[config.mk]
export PLATFORM = sky130hd
export DESIGN_NAME = pe_array_feeder
export DESIGN_NICKNAME = d
export VERILOG_FILES = /design/src/rtl/pe_array_feeder.sv
export SDC_FILE = /design/constraint.sdc
export NUM_CORES = 2
export LEC_CHECK = 0
export CAP_MARGIN = 10
export CORE_MARGIN = 4
export CORE_UTILIZATION = 40
export CTS_CLUSTER_SIZE = 20
export DETAILED_ROUTE_END_ITERATION = 10
export GPL_TIMING_DRIVEN = 0
export SLEW_MARGIN = 40
export SYNTH_ARGS = -nofsm -noshare
export SYNTH_HDL_FRONTEND = slang
export SYNTH_SLANG_ARGS = --single-unit
[constraint.sdc]
create_clock -name clk -period 8.3 [get_ports clk]
set_input_delay 1.245 -clock clk [delete_from_list [all_inputs] [get_ports clk]]
set_output_delay 1.245 -clock clk [all_outputs]
set_load 0.01 [all_outputs]
[src/rtl/pe_array_feeder.sv]
// pe_array_feeder: buffers one ROWS x K tile and streams it diagonally into pe_8x8_cluster
// Ports:
//   clk, rst                 clock, synchronous active-high reset (overrides en_i)
//   en_i                     global enable; 0 freezes all state and outputs
//   start_i, cfg_k_i         tile start request and reduction length K (1..MAX_K)
//   load_valid_i/ready_o     serial load handshake, one act/wgt word pair per beat
//   load_act_i, load_wgt_i   activation and weight words of the current beat
//   activations_o, weights_o skewed lanes to the cluster, lane r at [r*DATA_W +: DATA_W]
//   done_o                   sticky per-row done flags to the cluster
//   cluster_dones_i          cluster completion flags; only the last row is observed
//   busy_o, finished_o       status and one-cycle completion pulse to the controller
//   cfg_err_o, timeout_err_o rejected-start pulse and sticky drain timeout flag
module pe_array_feeder #(
    parameter int ROWS    = 8,
    parameter int DATA_W  = 16,
    parameter int MAX_K   = 8,
    parameter int TIMEOUT = 64
) (
    input  logic                   clk,
    input  logic                   rst,
    input  logic                   en_i,
    input  logic                   start_i,
    input  logic [3:0]             cfg_k_i,
    input  logic                   load_valid_i,
    output logic                   load_ready_o,
    input  logic [DATA_W-1:0]      load_act_i,
    input  logic [DATA_W-1:0]      load_wgt_i,
    output logic [ROWS*DATA_W-1:0] activations_o,
    output logic [ROWS*DATA_W-1:0] weights_o,
    output logic [ROWS-1:0]        done_o,
    input  logic [ROWS-1:0]        cluster_dones_i,
    output logic                   busy_o,
    output logic                   finished_o,
    output logic                   cfg_err_o,
    output logic                   timeout_err_o
);
    localparam int CW = $clog2(MAX_K);
    localparam int RW = $clog2(ROWS);
    localparam int DW = $clog2(TIMEOUT);

    typedef enum logic [2:0] {IDLE, LOAD, STREAM, DRAIN, FIN} state_t;

    state_t                   state_q, state_d;
    logic [3:0]               k_q, k_d;
    logic [RW-1:0]            row_q, row_d;
    logic [CW-1:0]            col_q, col_d;
    logic [4:0]               t_q, t_d;
    logic [DW-1:0]            dcnt_q, dcnt_d;
    logic                     cfg_err_d, timeout_err_d;
    logic [ROWS*DATA_W-1:0]   act_q, act_d, wgt_q, wgt_d;
    logic [ROWS-1:0]          done_q, done_d;
    logic                     load_ready_q, busy_q, finished_q, cfg_err_q, timeout_err_q;
    logic [DATA_W-1:0]        act_mem [ROWS][MAX_K];
    logic [DATA_W-1:0]        wgt_mem [ROWS][MAX_K];
    logic                     beat, last_col, last_beat, k_ok;
    logic                     unused_dones;

    // Only the last cluster row signals tile completion.
    assign unused_dones = ^cluster_dones_i[ROWS-2:0];

    assign beat      = load_ready_q & load_valid_i & en_i;
    assign last_col  = 4'(col_q) == k_q - 4'd1;
    assign last_beat = last_col && row_q == RW'(ROWS-1);
    assign k_ok      = cfg_k_i != 4'd0 && cfg_k_i <= 4'(MAX_K);

    always_comb begin
        state_d       = state_q;
        k_d           = k_q;
        row_d         = row_q;
        col_d         = col_q;
        t_d           = t_q;
        dcnt_d        = dcnt_q;
        cfg_err_d     = 1'b0;
        timeout_err_d = timeout_err_q;
        case (state_q)
            IDLE: begin
                if (start_i && k_ok) begin
                    state_d       = LOAD;
                    k_d           = cfg_k_i;
                    row_d         = '0;
                    col_d         = '0;
                    timeout_err_d = 1'b0;
                end
                cfg_err_d = start_i && !k_ok;
            end
            LOAD: begin
                if (beat) begin
                    col_d = last_col ? '0 : col_q + 1'b1;
                    row_d = last_col ? row_q + 1'b1 : row_q;
                    if (last_beat) begin
                        state_d = STREAM;
                        t_d     = '0;
                    end
                end
            end
            STREAM: begin
                // Last lane finishes its K words at t = ROWS-1+K.
                if (t_q == 5'(ROWS-1) + {1'b0, k_q}) begin
                    state_d = DRAIN;
                    dcnt_d  = '0;
                end else begin
                    t_d = t_q + 5'd1;
                end
            end
            DRAIN: begin
                if (cluster_dones_i[ROWS-1]) begin
                    state_d = FIN;
                end else if (dcnt_q == DW'(TIMEOUT-1)) begin
                    state_d       = FIN;
                    timeout_err_d = 1'b1;
                end else begin
                    dcnt_d = dcnt_q + 1'b1;
                end
            end
            FIN:     state_d = IDLE;
            default: state_d = IDLE;
        endcase
    end

    // Lane outputs are computed from the next state so the registered lanes line up with t.
    for (genvar r = 0; r < ROWS; r++) begin : g_lane
        logic [4:0] d;
        logic       on;
        assign d  = t_d - 5'(r);
        assign on = state_d == STREAM && t_d >= 5'(r) && d < {1'b0, k_q};
        assign act_d[r*DATA_W +: DATA_W] = on ? act_mem[r][d[CW-1:0]] : '0;
        assign wgt_d[r*DATA_W +: DATA_W] = on ? wgt_mem[r][d[CW-1:0]] : '0;
        assign done_d[r] = state_d == DRAIN || (state_d == STREAM && t_d >= {1'b0, k_q} + 5'(r));
    end

    always_ff @(posedge clk) begin
        if (beat) begin
            act_mem[row_q][col_q] <= load_act_i;
            wgt_mem[row_q][col_q] <= load_wgt_i;
        end
    end

    always_ff @(posedge clk) begin
        if (rst) begin
            state_q       <= IDLE;
            k_q           <= '0;
            row_q         <= '0;
            col_q         <= '0;
            t_q           <= '0;
            dcnt_q        <= '0;
            act_q         <= '0;
            wgt_q         <= '0;
            done_q        <= '0;
            load_ready_q  <= 1'b0;
            busy_q        <= 1'b0;
            finished_q    <= 1'b0;
            cfg_err_q     <= 1'b0;
            timeout_err_q <= 1'b0;
        end else if (en_i) begin
            state_q       <= state_d;
            k_q           <= k_d;
            row_q         <= row_d;
            col_q         <= col_d;
            t_q           <= t_d;
            dcnt_q        <= dcnt_d;
            act_q         <= act_d;
            wgt_q         <= wgt_d;
            done_q        <= done_d;
            load_ready_q  <= state_d == LOAD;
            busy_q        <= state_d != IDLE;
            finished_q    <= state_d == FIN;
            cfg_err_q     <= cfg_err_d;
            timeout_err_q <= timeout_err_d;
        end
    end

    assign load_ready_o  = load_ready_q & en_i;
    assign activations_o = act_q;
    assign weights_o     = wgt_q;
    assign done_o        = done_q;
    assign busy_o        = busy_q;
    assign finished_o    = finished_q;
    assign cfg_err_o     = cfg_err_q;
    assign timeout_err_o = timeout_err_q;
endmodule

==> flow_summary.toml <==
[floorplanning]
initial_utilization_pct = 40.2
pin_count = 318
fp.coreArea_mm2 = 0.222
die_area_mm2 = 0.230
dieHeight_um = 480
rows = 173
die_x_um = 480

[routing]
drtIter0Drc = 5118
drtAntennaViolNets = 0
drtPass1Iterations = 8
totalWireLength_mm = 247
vias = 48000
avgRoutedWirePerCell_um = 28.6
viasPerCell = 5.55
drc = 0

[finish]
layout.cells.non_filler = 8642
syn_to_final_growth_pct = 21.0
drive_gt1_share_pct = 24.0
nets = 5572

[hold_path]
hp-start = "weights_o[45]"
whs_path_depth = 2
hold_path.class = "reg -> reg"
whs_endpoint = "weights_o[45]"

[timing]
fmax_ghz = 0.127
maxSlewViolCount = 0
setup_viol = 0
maxSlewHeadroom_pct = 40.6
finalCritPeriodShare_pct = 95.0
hold_viol = 0
min_period_ps = 7890
worst_slew_pin_slew_ps = 891
clock_skew_ps = 41.2

[critical_path]
crit_slowest_cell = "nor4b_1"
crit_fanout = 12
r2r_setup_slack_ps = 410
cp_common_cell = "buf_4"
r2r_cells = 25
start_kind = "flop"
crit_required_ps = 9100
cp_data_arrival_time_ps = 8690
worstSetupEndpointType = "flop"
r2r_start = "k_q[2]"
cpPeakStageDelay_ps = 510
path_class = "reg -> reg"
rr_endpoint = "weights_o[126]"

[synth]
synth.cell_area_mm2 = 0.0891
syn_avg_cell_area_um2 = 18.8
synth-main-ff-cell = "edfxtp_1"
syn_nets = 4863
async_flop_share_pct = 0
ys_types = 75
synth_cells = 4742
ys_seq_area_share_pct = 75.6
synth_edf_count = 2048
yosysWarnings = 0
synth-seq-cells = 2341

[power_and_ir_drop]
p_leak_nw = 35.1
vdd.ir_drop.worst_uv = 197
finalPower_mw = 25.7
p_per_area_mw_per_mm2 = 239

[status]
outcome = "complete, no violations"

[grt]
grt_max_degree = 49
grt_antenna_before_repair = 18
globalRouteOverflowTotal = 0
first_global_vias = 48300
gr-usage-all-layers_pct = 21.2
grt_pass1_wl_mm = 353

[cts]
cts_htree_levels = 4
cts_tree = "yes"
postCtsHoldBufs = 0
cts_made_buffers = 233
cts_root_buffer = "clkbuf_16"
worstSkewPairLatency_ps = 880
clk_pin_slew_ps = 60
cts_buffer_depth = 3
clock-sinks = 2341

[place]
dp_hpwl_mm = 173
dp_cells = 8187
io_buffers = 310
gp_routability_congestion = 0.845

[job]
maxCapViolations = 0
[power by group]
group | switching (mW) | leakage (nW) | internal, mW
registers | 0.0176 | 20.8 | 12.8
logic | 1.36 | 10.5 | 0.878
clock network | 4.53 | 3.83 | 6.15
[area by class of cell]
cell class,instances,area [um^2]
timing repair buffer,477,6500
antenna,8,20.0
multi-input combinational,2090,20900
tap,2975,3720
clock inverter,113,1280
fill,18300,114000
clock buffer,330,6570
inverter,28,109
buffer,280,1330
sequential,2341,67400
[logic make-up after synthesis]
logic type	after synthesis	share of synthesized area, %
fa+ha+maj	72	1.01
flops	2341	75.6
xor+xnor	32	0.347
simple gates	813	4.27
buf+inv	311	1.58
mux	592	12.2
compound gates	581	5.04
[sequential cells by signal, indices dropped and copies added (netlist names)]
| name | count |
|---|---|
| act_mem | 1024 |
| wgt_mem | 1024 |
| activations_o | 128 |
| weights_o | 128 |
| done_o | 8 |
| dcnt_q | 6 |
| t_q | 5 |
| k_q | 4 |
| col_q | 3 |
| row_q | 3 |
| state_q | 3 |
| busy_o | 1 |
| cfg_err_o | 1 |
| finished_o | 1 |
| load_ready_q | 1 |
| timeout_err_o | 1 |
[cell usage after synthesis (3+ instances only)]
library cell | instances | area [um^2]
a2111oi_0 | 3 | 26.3
a211oi_1 | 63 | 473
a21o_1 | 15 | 113
a21oi_1 | 75 | 375
a221o_1 | 64 | 641
a22o_1 | 64 | 561
a31o_2 | 58 | 508
a31oi_1 | 9 | 56.3
and2_1 | 5 | 31.3
and3_1 | 125 | 782
buf_1 | 12 | 45.0
buf_2 | 68 | 340
buf_4 | 29 | 218
buf_6 | 6 | 67.6
clkbuf_1 | 168 | 631
dfxtp_1 | 293 | 5870
edfxtp_1 | 2048 | 61500
ha_1 | 72 | 901
inv_1 | 22 | 82.6
inv_2 | 5 | 18.8
mux2_2 | 104 | 1170
mux2i_1 | 105 | 1050
mux4_2 | 383 | 8630
nand2_1 | 440 | 1650
nand2b_1 | 6 | 37.5
nand3_1 | 36 | 180
nand3b_1 | 8 | 60.1
nand4_1 | 5 | 31.3
nor2_1 | 110 | 413
nor2b_1 | 6 | 37.5
nor3_1 | 10 | 50.1
nor3b_1 | 5 | 37.5
nor4b_1 | 34 | 298
o2111ai_1 | 10 | 87.6
o211ai_1 | 6 | 45.0
o21a_1 | 3 | 22.5
o21ai_0 | 121 | 606
o21ai_1 | 13 | 65.1
o221ai_1 | 28 | 245
o41ai_2 | 30 | 488
or3_1 | 3 | 18.8
or4_1 | 3 | 22.5
xnor2_1 | 24 | 210
xor2_1 | 5 | 43.8
[through the flow]
step,setup WS [ps],hold slack [ps],utilization (%),instance area [um^2],TNS [ps]
after floorplan,2580,463,-,89100,0
after global placement,-1220,440,43.2,95900,-97870
after detailed placement,-871,443,45.0,99800,-52840
after CTS,20.0,454,48.5,108000,0
after global routing,-42.2,470,48.6,108000,-187
final,413,451,48.6,108000,0
[layout by cell type, fill, tap and decap left out, drive strengths merged, types with 104 or more instances in the layout]
master	synthesis	routed
dfxtp	293	293
mux4	383	383
buf	115	312
nor2	111	111
o21ai	134	134
and3	125	125
mux2	104	104
mux2i	105	105
nand2	441	441
edfxtp	2048	2048
clkdlybuf4s50	0	278
clkbuf	168	497
[how the worst max path moves through the flow]
stage,slack (ps),startpoint,cells past startpoint,to
final,410,k_q[2],25,weights_o[126]
after global routing,-40,k_q[2],25,weights_o[114]
after CTS,20,k_q[2],24,activations_o[112]
after detailed placement,-870,load_valid_i,24,activations_o[81]
after global placement,-1220,load_valid_i,24,activations_o[85]
after floorplan,2580,k_q[2],23,weights_o[36]
[repair_timing]
| action | in CTS | in global routing |
|---|---|---|
| buffers inserted | 0 | 3 |
| gates resized for setup | 8 | 7 |
| setup endpoints to repair | 96 | 94 |
[worst max-delay path, delay by kind of cell (launching register included)]
family	cells	cell delay [ps]
XOR/XNOR	2	680
AO/OA/AOI/OAI	6	1480
flip-flops	1	430
adder cells (fa/ha/maj)	3	860
AND/OR/NAND/NOR	4	1250
buffers and inverters	10	3110
[layer usage]
layer  GRT usage [%]  part of all wire [%]  vias to the layer above
met2            34.5                    48                     1740
met4            6.23                   2.9                        0
met1            29.4                    42                    25300
met5               0                     0                        -
met3            3.59                   6.7                      324
li1                -                     -                    20600
Power figures use the tool's default switching activity.
